### config.mk
export PLATFORM = sky130hd
export DESIGN_NAME = suspi_rx_mc
export DESIGN_NICKNAME = d
export VERILOG_FILES = /design/src/rtl/suspi_pkg.sv /design/src/rtl/suspi_rx_lane.sv /design/src/rtl/suspi_rx_mc.sv
export SDC_FILE = /design/constraint.sdc
export NUM_CORES = 1
export LEC_CHECK = 0
export BUFFER_PORTS_ARGS = -buffer_cell sky130_fd_sc_hd__buf_2
export CORE_MARGIN = 2
export CORE_UTILIZATION = 49
export DETAILED_ROUTE_END_ITERATION = 6
export PLACE_DENSITY = 0.66
export SLEW_MARGIN = 40
export SYNTH_ARGS = -nofsm -noshare
export SYNTH_HDL_FRONTEND = slang
export SYNTH_SLANG_ARGS = --single-unit
### constraint.sdc
create_clock -name bb_clk_in -period 2.81 [get_ports bb_clk_in]
set_input_delay 0.1405 -clock bb_clk_in [delete_from_list [all_inputs] [get_ports bb_clk_in]]
set_output_delay 0.1405 -clock bb_clk_in [all_outputs]
set_load 0.005 [all_outputs]
### src/rtl/suspi_pkg.sv
// Shared SUSPI definitions: lane states, parity modes, error bit indices and
// the parity helper also used by the SUSPI transmitter.
package suspi_pkg;

  typedef enum logic [2:0] {
    ST_IDLE,
    ST_START,
    ST_DATA,
    ST_PARITY,
    ST_STOP,
    ST_WAIT_HIGH
  } lane_state_t;

  localparam logic [1:0] PAR_NONE = 2'b00;
  localparam logic [1:0] PAR_ODD  = 2'b01;
  localparam logic [1:0] PAR_EVEN = 2'b10;

  localparam int unsigned ERR_PAR   = 0;
  localparam int unsigned ERR_FRAME = 1;

  // Parity bit that makes the total count of ones odd; callers zero-extend
  // their word, which leaves the result unchanged.
  function automatic logic odd_parity(input logic [31:0] d);
    return ~^d;
  endfunction

endpackage

### src/rtl/suspi_rx_lane.sv
// One SUSPI receive lane: input synchroniser, mid-bit 3-sample majority FSM,
// shift register and a single-word holding register with overrun detection.
module suspi_rx_lane
  import suspi_pkg::*;
#(
  parameter int unsigned DATA_W       = 8,
  parameter int unsigned CLKS_PER_BIT = 12
) (
  input  logic              bb_clk_in,
  input  logic              rst_h,
  input  logic              com_in,
  input  logic [1:0]        parity_mode,
  input  logic              drain,
  output logic              hold_full,
  output logic [DATA_W-1:0] hold_data,
  output logic [1:0]        hold_err,
  output logic              overrun,
  output logic              line_busy
);

  localparam int unsigned HALF  = CLKS_PER_BIT / 2;
  localparam int unsigned CNT_W = $clog2(CLKS_PER_BIT);
  localparam int unsigned IDX_W = (DATA_W > 1) ? $clog2(DATA_W) : 1;
  localparam logic [CNT_W-1:0] CNT_S0   = CNT_W'(HALF - 1);
  localparam logic [CNT_W-1:0] CNT_S1   = CNT_W'(HALF);
  localparam logic [CNT_W-1:0] CNT_DEC  = CNT_W'(HALF + 1);
  localparam logic [CNT_W-1:0] CNT_LAST = CNT_W'(CLKS_PER_BIT - 1);
  localparam logic [IDX_W-1:0] IDX_LAST = IDX_W'(DATA_W - 1);

  lane_state_t       state_q, state_d;
  logic [1:0]        sync_q;
  logic [CNT_W-1:0]  cnt_q;
  logic [1:0]        smp_q;
  logic [IDX_W-1:0]  bit_q;
  logic [DATA_W-1:0] shreg_q;
  logic [1:0]        mode_q;
  logic              perr_q;
  logic              line, maj, dec, last, par_en, exp_par, start_det, load, drop;

  assign line      = sync_q[1];
  assign dec       = (cnt_q == CNT_DEC);
  assign last      = (cnt_q == CNT_LAST);
  assign maj       = (smp_q[0] & smp_q[1]) | (smp_q[0] & line) | (smp_q[1] & line);
  assign par_en    = (mode_q == PAR_ODD) || (mode_q == PAR_EVEN);
  assign exp_par   = (mode_q == PAR_ODD) ? odd_parity(32'(shreg_q)) : ^shreg_q;
  assign start_det = (state_q == ST_IDLE) && !line;
  assign load      = (state_q == ST_STOP) && dec;
  assign drop      = load && hold_full && !drain;
  assign line_busy = (state_q != ST_IDLE);

  always_ff @(posedge bb_clk_in) begin
    if (rst_h) sync_q <= 2'b11;
    else       sync_q <= {sync_q[0], com_in};
  end

  always_ff @(posedge bb_clk_in) begin
    if (rst_h) state_q <= ST_IDLE;
    else       state_q <= state_d;
  end

  always_comb begin
    state_d = state_q;
    unique case (state_q)
      ST_IDLE:      if (!line) state_d = ST_START;
      ST_START: begin
        if (dec && maj) state_d = ST_IDLE;
        else if (last)  state_d = ST_DATA;
      end
      ST_DATA:      if (last && bit_q == IDX_LAST) state_d = par_en ? ST_PARITY : ST_STOP;
      ST_PARITY:    if (last) state_d = ST_STOP;
      // A good stop returns to IDLE at the decision point so the next start
      // edge can be caught without waiting for the end of the stop bit.
      ST_STOP:      if (dec) state_d = maj ? ST_IDLE : ST_WAIT_HIGH;
      ST_WAIT_HIGH: if (line) state_d = ST_IDLE;
      default:      state_d = ST_IDLE;
    endcase
  end

  always_ff @(posedge bb_clk_in) begin
    if (rst_h) begin
      cnt_q   <= '0;
      smp_q   <= '1;
      bit_q   <= '0;
      shreg_q <= '0;
      mode_q  <= PAR_NONE;
      perr_q  <= 1'b0;
    end else begin
      cnt_q <= (state_q == ST_IDLE || last) ? '0 : cnt_q + 1'b1;
      if (cnt_q == CNT_S0) smp_q[0] <= line;
      if (cnt_q == CNT_S1) smp_q[1] <= line;
      if (start_det) begin
        mode_q <= parity_mode;
        perr_q <= 1'b0;
        bit_q  <= '0;
      end
      if (state_q == ST_DATA && dec)  shreg_q <= {maj, shreg_q[DATA_W-1:1]};
      if (state_q == ST_DATA && last) bit_q <= (bit_q == IDX_LAST) ? '0 : bit_q + 1'b1;
      if (state_q == ST_PARITY && dec) perr_q <= maj ^ exp_par;
    end
  end

  always_ff @(posedge bb_clk_in) begin
    if (rst_h) begin
      hold_full <= 1'b0;
      hold_data <= '0;
      hold_err  <= '0;
      overrun   <= 1'b0;
    end else begin
      overrun <= drop;
      if (load && !drop) begin
        hold_full           <= 1'b1;
        hold_data           <= shreg_q;
        hold_err[ERR_PAR]   <= perr_q;
        hold_err[ERR_FRAME] <= ~maj;
      end else if (drain) begin
        hold_full <= 1'b0;
      end
    end
  end

endmodule

### src/rtl/suspi_rx_mc.sv
// Multi-channel SUSPI receiver: CHANNELS lanes merged into one valid/ready
// stream by a round-robin arbiter feeding a single output register.
module suspi_rx_mc
  import suspi_pkg::*;
#(
  parameter int unsigned CHANNELS     = 2,
  parameter int unsigned DATA_W       = 8,
  parameter int unsigned CLKS_PER_BIT = 12,
  parameter int unsigned CH_W         = (CHANNELS > 1) ? $clog2(CHANNELS) : 1
) (
  input  logic                bb_clk_in,
  input  logic                rst_h,
  input  logic [CHANNELS-1:0] com_in,
  input  logic [1:0]          parity_mode,
  output logic                m_valid,
  input  logic                m_ready,
  output logic [DATA_W-1:0]   m_data,
  output logic [CH_W-1:0]     m_chan,
  output logic [1:0]          m_err,
  output logic [CHANNELS-1:0] overrun,
  output logic [CHANNELS-1:0] line_busy
);

  logic [CHANNELS-1:0]             hold_full, drain;
  logic [CHANNELS-1:0][DATA_W-1:0] hold_data;
  logic [CHANNELS-1:0][1:0]        hold_err;
  logic [CH_W-1:0]                 ptr_q, sel, idx;
  logic                            found, grant;

  for (genvar g = 0; g < CHANNELS; g++) begin : g_lane
    suspi_rx_lane #(
      .DATA_W       (DATA_W),
      .CLKS_PER_BIT (CLKS_PER_BIT)
    ) u_lane (
      .bb_clk_in   (bb_clk_in),
      .rst_h       (rst_h),
      .com_in      (com_in[g]),
      .parity_mode (parity_mode),
      .drain       (drain[g]),
      .hold_full   (hold_full[g]),
      .hold_data   (hold_data[g]),
      .hold_err    (hold_err[g]),
      .overrun     (overrun[g]),
      .line_busy   (line_busy[g])
    );
  end

  // Search from the channel after the last grant so a busy lane cannot starve others.
  always_comb begin
    found = 1'b0;
    sel   = '0;
    idx   = '0;
    for (int unsigned i = 1; i <= CHANNELS; i++) begin
      idx = CH_W'((32'(ptr_q) + i) % CHANNELS);
      if (!found && hold_full[idx]) begin
        found = 1'b1;
        sel   = idx;
      end
    end
    grant = found && (!m_valid || m_ready);
    drain = '0;
    if (grant) drain[sel] = 1'b1;
  end

  always_ff @(posedge bb_clk_in) begin
    if (rst_h) begin
      m_valid <= 1'b0;
      m_data  <= '0;
      m_chan  <= '0;
      m_err   <= '0;
      ptr_q   <= CH_W'(CHANNELS - 1);
    end else if (grant) begin
      m_valid <= 1'b1;
      m_data  <= hold_data[sel];
      m_chan  <= sel;
      m_err   <= hold_err[sel];
      ptr_q   <= sel;
    end else if (m_ready) begin
      m_valid <= 1'b0;
    end
  end

endmodule

## Word level (Yosys, flattened, before mapping)

Index checks and enable logic that the tools add are counted.

- Div/mod/pow operators: 0
- Mux-type cells: 53
- Bitwise gates (word level): 14
- Reductions and logical operators: 55
- Shift-type cells: 0
- $lt $le $gt $ge: 4
- Add/sub/neg operators: 6
- Equality and inequality tests: 36
- $mul: 0

Operators by type and width:

| operator | count |
|---|---|
| 3-bit 2-to-1 mux | 24 |
| 32-bit XNOR reduction | 2 |
| 3-bit one-hot mux with 6 select lines | 2 |
| 4-bit by 3-bit equality test with 1-bit output (second input constant) | 6 |
| 1-bit logical AND | 23 |
| 1-bit 2-to-1 mux | 21 |
| 3-bit equality test (second input constant) | 6 |
| 8-bit 2-to-1 mux | 2 |
| 2-bit by 1-bit inequality test with 1-bit output (second input constant) | 8 |
| 8-bit parity | 2 |
| 2-bit nonzero test | 7 |
| 3-bit by 2-bit equality test with 1-bit output (second input constant) | 4 |
| 6-bit AND reduction | 2 |
| 4-bit by 1-bit adder with 4-bit output (second input constant) | 2 |
| 4-bit equality test (second input constant) | 2 |
| 1-bit zero test | 8 |
| 3-bit by 1-bit adder with 3-bit output (second input constant) | 2 |
| 1-bit bitwise AND | 6 |
| 3-bit by 1-bit equality test with 1-bit output (second input constant) | 2 |
| 3-bit zero test | 2 |
| 1-bit by 2-bit < comparator with 1-bit output (second input constant) | 3 |
| 2-bit 2-to-1 mux | 3 |
| 3-bit by 1-bit inequality test with 1-bit output (second input constant) | 2 |
| 3-bit nonzero test | 2 |
| 11 further kinds | 25 |

- Memory bits (read-only): 0
- Memories kept: 0
- Bits in writable memories: 0
- Output and inout port bits: 16
- Logic and storage cells: 199
- Input port bits: 7
- Flip-flop bits (word level): 87
- Bits in latches: 0

## Longest topological paths before layout

- Word-level depth: 17
- Gate-level depth with buffers: 7
- Depth with buffers taken out: 6

## Cells and area by module

A second synthesis with hierarchy kept.

- Cell total of the unflattened synthesis: 438
- Area total of the unflattened synthesis: 4135.2 µm²

By module, submodules not included:

| module | cells each | times used | area each (µm²) | seq. area each (µm²) |
|---|---|---|---|---|
| suspi_rx_lane | 182 | 2 | 1732.9 | 740.7 |
| suspi_rx_mc | 74 | 1 | 669.4 | 260.2 |

## Least setup slack after synthesis

No wires, ideal clock.

- Kind: register to register
- Start point: register g_lane[1].u_lane.cnt_q[0]
- End point: register g_lane[1].u_lane.state_q[0]
- Arrival: 1512 ps
- Period minus slack after synthesis: 1645 ps
- Data required time: 2676 ps
- Path buffers: 1
- Path slack: 1165 ps
- Setup time: 134 ps
- Cell stages (with the launch flop): 7
- Cell sequence: dfxtp_1 ha_1 and3b_1 clkbuf_1 a2111o_1 a41oi_1 a211oi_1

- Cells in the longest elaborated chain, start to end: 4
- Elaborated cells on any way between the ends: 11
- Those cells by class: eq/ne (6); mux (2); reduce/logical (3)

RTL lines:

| item | RTL line | text |
|---|---|---|
| from (decl) | suspi_rx_lane.sv:32 | `logic [CNT_W-1:0] cnt_q;` |
| from (signal assigned) | suspi_rx_lane.sv:88 | `cnt_q <= (state_q == ST_IDLE \|\| last) ? '0 : cnt_q + 1'b1;` |
| 4-bit by 3-bit equality test with 1-bit output / 4-bit equality test (equally long branches) | suspi_rx_lane.sv:41, suspi_rx_lane.sv:42 |  |
| 1-bit logical AND, on equally long branches | suspi_rx_lane.sv:66, suspi_rx_lane.sv:69 |  |
| 3-bit by 1-bit inequality test with 1-bit output (no source line), or another cell as far along | - |  |
| 6-bit AND reduction (no source line) / 3-bit one-hot mux with 6 select lines (equally long branches) | - |  |
| to (signal assigned) | suspi_rx_lane.sv:58 | `else state_q <= state_d;` |
| to (decl) | suspi_rx_lane.sv:30 | `lane_state_t state_q, state_d;` |

Parallel ways exist; a longest one is shown, timed or not.
A chain may end at the register's enable or synchronous reset.

## Worst setup path after layout

- Start point: register g_lane[1].u_lane.cnt_q[0]
- End point: register g_lane[1].u_lane.hold_err[1]

- Cells in the longest elaborated chain, start to end: 6

RTL lines:

| item | RTL line | text |
|---|---|---|
| 4-bit by 3-bit equality test with 1-bit output (*) | suspi_rx_lane.sv:41 | `assign dec = (cnt_q == CNT_DEC);` |
| 1-bit logical AND (*) | suspi_rx_lane.sv:47 | `assign load = (state_q == ST_STOP) && dec;` |
| 1-bit logical AND (2 in a row) | suspi_rx_lane.sv:48 | `assign drop = load && hold_full && !drain;` |
| 1-bit zero test | suspi_rx_lane.sv:110 | `if (load && !drop) begin` |
| 1-bit logical AND (*) | suspi_rx_lane.sv:110 |  |
| to (signal, indexed assignment) | suspi_rx_lane.sv:113 | `hold_err[ERR_PAR] <= perr_q;` |
| to (signal, indexed assignment) | suspi_rx_lane.sv:114 | `hold_err[ERR_FRAME] <= ~maj;` |
| to (decl) | suspi_rx_lane.sv:16 | `output logic [1:0] hold_err,` |

Mark *: on every way between the ends. The rest lies on a longest branch, timed or not.

==> run_results.csv <==
group,metric,value,unit
yosys,seq_area_frac_synth,44.9,%
pwr,leakagePower,0.00163,µW
layout,nets,465,
yosys,synth_area_leaders,"dfxtp_1 45%, nand3_1 5.5%, a21oi_1 5.2%, nor2_1 4.8%, ha_1 3.9%",
timing,skew,0.0121,ns
yosys,synth-xor-area-share,5.13,%
placement,io_buffers,22,
setup_path,worst-path-max-fanout,17,
run_status,status,"finished clean",
timing,drv_slew,0,
layout,final_common_cell,"dfxtp_1",
yosys,synth_seq_cells,87,
yosys,synth_flop_cell,"dfxtp_1",
die,dieArea,8640,µm²
global_routing,grt_antenna_before_repair,0,
yosys,postSynthCellCount,438,
timing,finalSetupViolCount,0,
clocking,cts_made_buffers,9,
yosys,yosysTopAreaCellShare,44.9,%
yosys,synth_compound_area_share,18.0,%
yosys,synth-simple-area-share,20.1,%
layout,fin_area,4210,µm²
clocking,path_clk_slew,0.09,ns
global_routing,grt_overflow_total,0,
setup_path,cpMaxStageDelayCell,"and3b_1",
global_routing,grt_use_total,19.3,%
clocking,clockBufferDepth,2,
setup_path,crit_path_cell_trace,"ha_1, and3b_1, and3_1, a21oi_1, a311oi_1",
min_path,hp-class,"primary input to flop",
clocking,ctsResizeCount,0,
die,start_util,50.5,%
layout,diodes,0,
timing,period_minus_slack,2.08,ns
yosys,synth_top_area_cell,"dfxtp_1",
die,core-area,7690,µm²
clocking,htree_levels,3,
pwr,power,2520,µW
timing,period_share,74.2,%
setup_path,end_kind,"flop",
global_routing,grt_max_degree,52,
yosys,synthArstFlopShare,0,%
yosys,synth.avg_cell_area,8.86,µm²
placement,place_area,4000,µm²
setup_path,cp_data_required_time,3.08,ns
placement,place.detailed.hpwl,5360,µm
drt,wl_per_cell,14.2,µm
drt,viasPerCell,5.63,
die,row_count,32,
clocking,clockRootBuffer,"clkbuf_8",
yosys,syn_area,3880,µm²
global_routing,grt_pass1_vias,2820,
yosys,synth_edf_count,0,
timing,slew_headroom,47.9,%
global_routing,grt_pass1_wl,13400,µm
timing,hold_viol_final,0,
die,io_pins,23,
drt,first_pass_iters,6,
clocking,cts_tree,"yes",
drt,drc,0,
placement,gp_congestion,0.749,
layout,area_growth,8.55,%
timing,rsz0062_at_grt,"no",
layout,drive_gt1_share,11.1,%
yosys,ys.warnings.count,0,
clocking,clkSinkCount,87,
yosys,synth_top_family_by_area,"simple AND/OR/NAND/NOR gates",
yosys,synthesis.nets,457,
drt,via_count,3114,
yosys,synth_cell_types,47,
drt,routed_wl,7850,µm
die,die_w,93.0,µm
drt,drtAntennaViolNets,0,
setup_path,arrival,2.35,ns
timing,tns,0,ns
run,timing.max_cap.violations,0,
yosys,synthMuxAreaShare,2.84,%
setup_path,critPathLaunchType,"flop",
timing,max_freq,480,MHz
pwr,vdd_ir_drop_max,0.211,mV
clocking,clk_latency,0.36,ns
drt,drt_iter0_markers,137,
pwr,p_per_area,598,nW/µm²
timing,worst_pin_slew,0.775,ns
setup_path,cp_slowest_stage_delay,0.53,ns
clocking,post_cts_buffers,0,
yosys,synthAdderAreaFrac,4.45,%
die,dieHeight,93.0,µm
layout,final_cell_mix,"87 x dfxtp_1, 50 x nor2_1, 43 x nand3_1",
setup_path,path_class,"flop to flop",
layout,fin_util,54.8,%
## Yosys cell counts (all sizes together) (6+ instances only)
library cell and instances:
buf 10, nor2 50, nor2b 6, inv 11, nand3 44, ha 12
a21oi 40, dfxtp 87, a222oi 10, xnor2 11, mux2i 11, o21ai 25
clkbuf 20, a22oi 6, nand2 23, a31oi 6
## per-layer routing
metal / wire [µm] / global-route usage (%) / share of wire, %
met1: 3760 / 25.9 / 48
met2: 3680 / 30.6 / 47
met3: 303 / 3.95 / 3.9
met4: 101 / 7.72 / 1.3
met5: 0 / 0 / 0
## flip-flops by register name (all words and copies together) (netlist names), 4 cells and up
signal / count
g_lane.u_lane.cnt_q: 8
g_lane.u_lane.mode_q: 4
g_lane.u_lane.hold_err: 4
g_lane.u_lane.sync_q: 4
g_lane.u_lane.hold_data: 16
g_lane.u_lane.shreg_q: 16
m_data: 8
g_lane.u_lane.smp_q: 4
g_lane.u_lane.state_q: 6
g_lane.u_lane.bit_q: 6
## cells by family after synthesis
kind of cell / count (synthesis)
flops: 87
buf+inv: 41
xor+xnor: 18
mux: 11
simple gates: 158
compound gates: 109
fa+ha+maj: 14
## path summary, 6_finish.rpt
| kind | from | endpoint | slack (ns) | cells after the start |
|---|---|---|---|---|
| max reg2reg | g_lane[1].u_lane.cnt_q[0] | g_lane[1].u_lane.hold_err[1] | 0.73 | 5 |
| min reg2reg | g_lane[0].u_lane.sync_q[0] | g_lane[0].u_lane.sync_q[1] | 0.41 | 1 |
| min | parity_mode[0] | g_lane[0].u_lane.mode_q[0] | 0.05 | 3 |
| max | g_lane[1].u_lane.cnt_q[0] | g_lane[1].u_lane.hold_err[1] | 0.73 | 5 |
## worst max-delay path: cells and delay by family, from the launching register on
family | cells | cell delay (ns)
flops | 1 | 0.40
compound gates | 2 | 0.35
fa+ha+maj | 1 | 0.25
simple gates | 2 | 1.01
## report_power, final
| part | switching (µW) | internal, µW | leakage, µW |
|---|---|---|---|
| registers | 97.4 | 1270 | 0.000703 |
| clock network | 479 | 358 | 0.0000939 |
| logic | 169 | 140 | 0.000834 |
## what timing repair did
item | in CTS | in global routing
endpoints found under the setup margin | 0 | 0
endpoints found under the hold margin | 2 | 0
hold buffers | 2 | 0
## area by class of cell
cell class / instances / area [µm²]
clock buffers: 10 / 138
clock inverters: 6 / 51.3
fillers: 712 / 3480
inverters: 11 / 41.3
multi-input cells: 310 / 1960
flip-flops and latches: 87 / 1740
well taps: 102 / 128
repair buffers: 27 / 153
## metrics by stage
step | std cells | hold slack [ns] | setup slack, ns
floorplan | 438 | 0.244 | 1.16
global placement | 535 | 0.325 | 0.815
detailed placement | 535 | 0.327 | 0.734
CTS | 553 | 0.0319 | 0.726
global route | 553 | 0.0588 | 0.520
finish | 553 | 0.0473 | 0.725
Note: power is estimated with default switching activity, not from simulation.
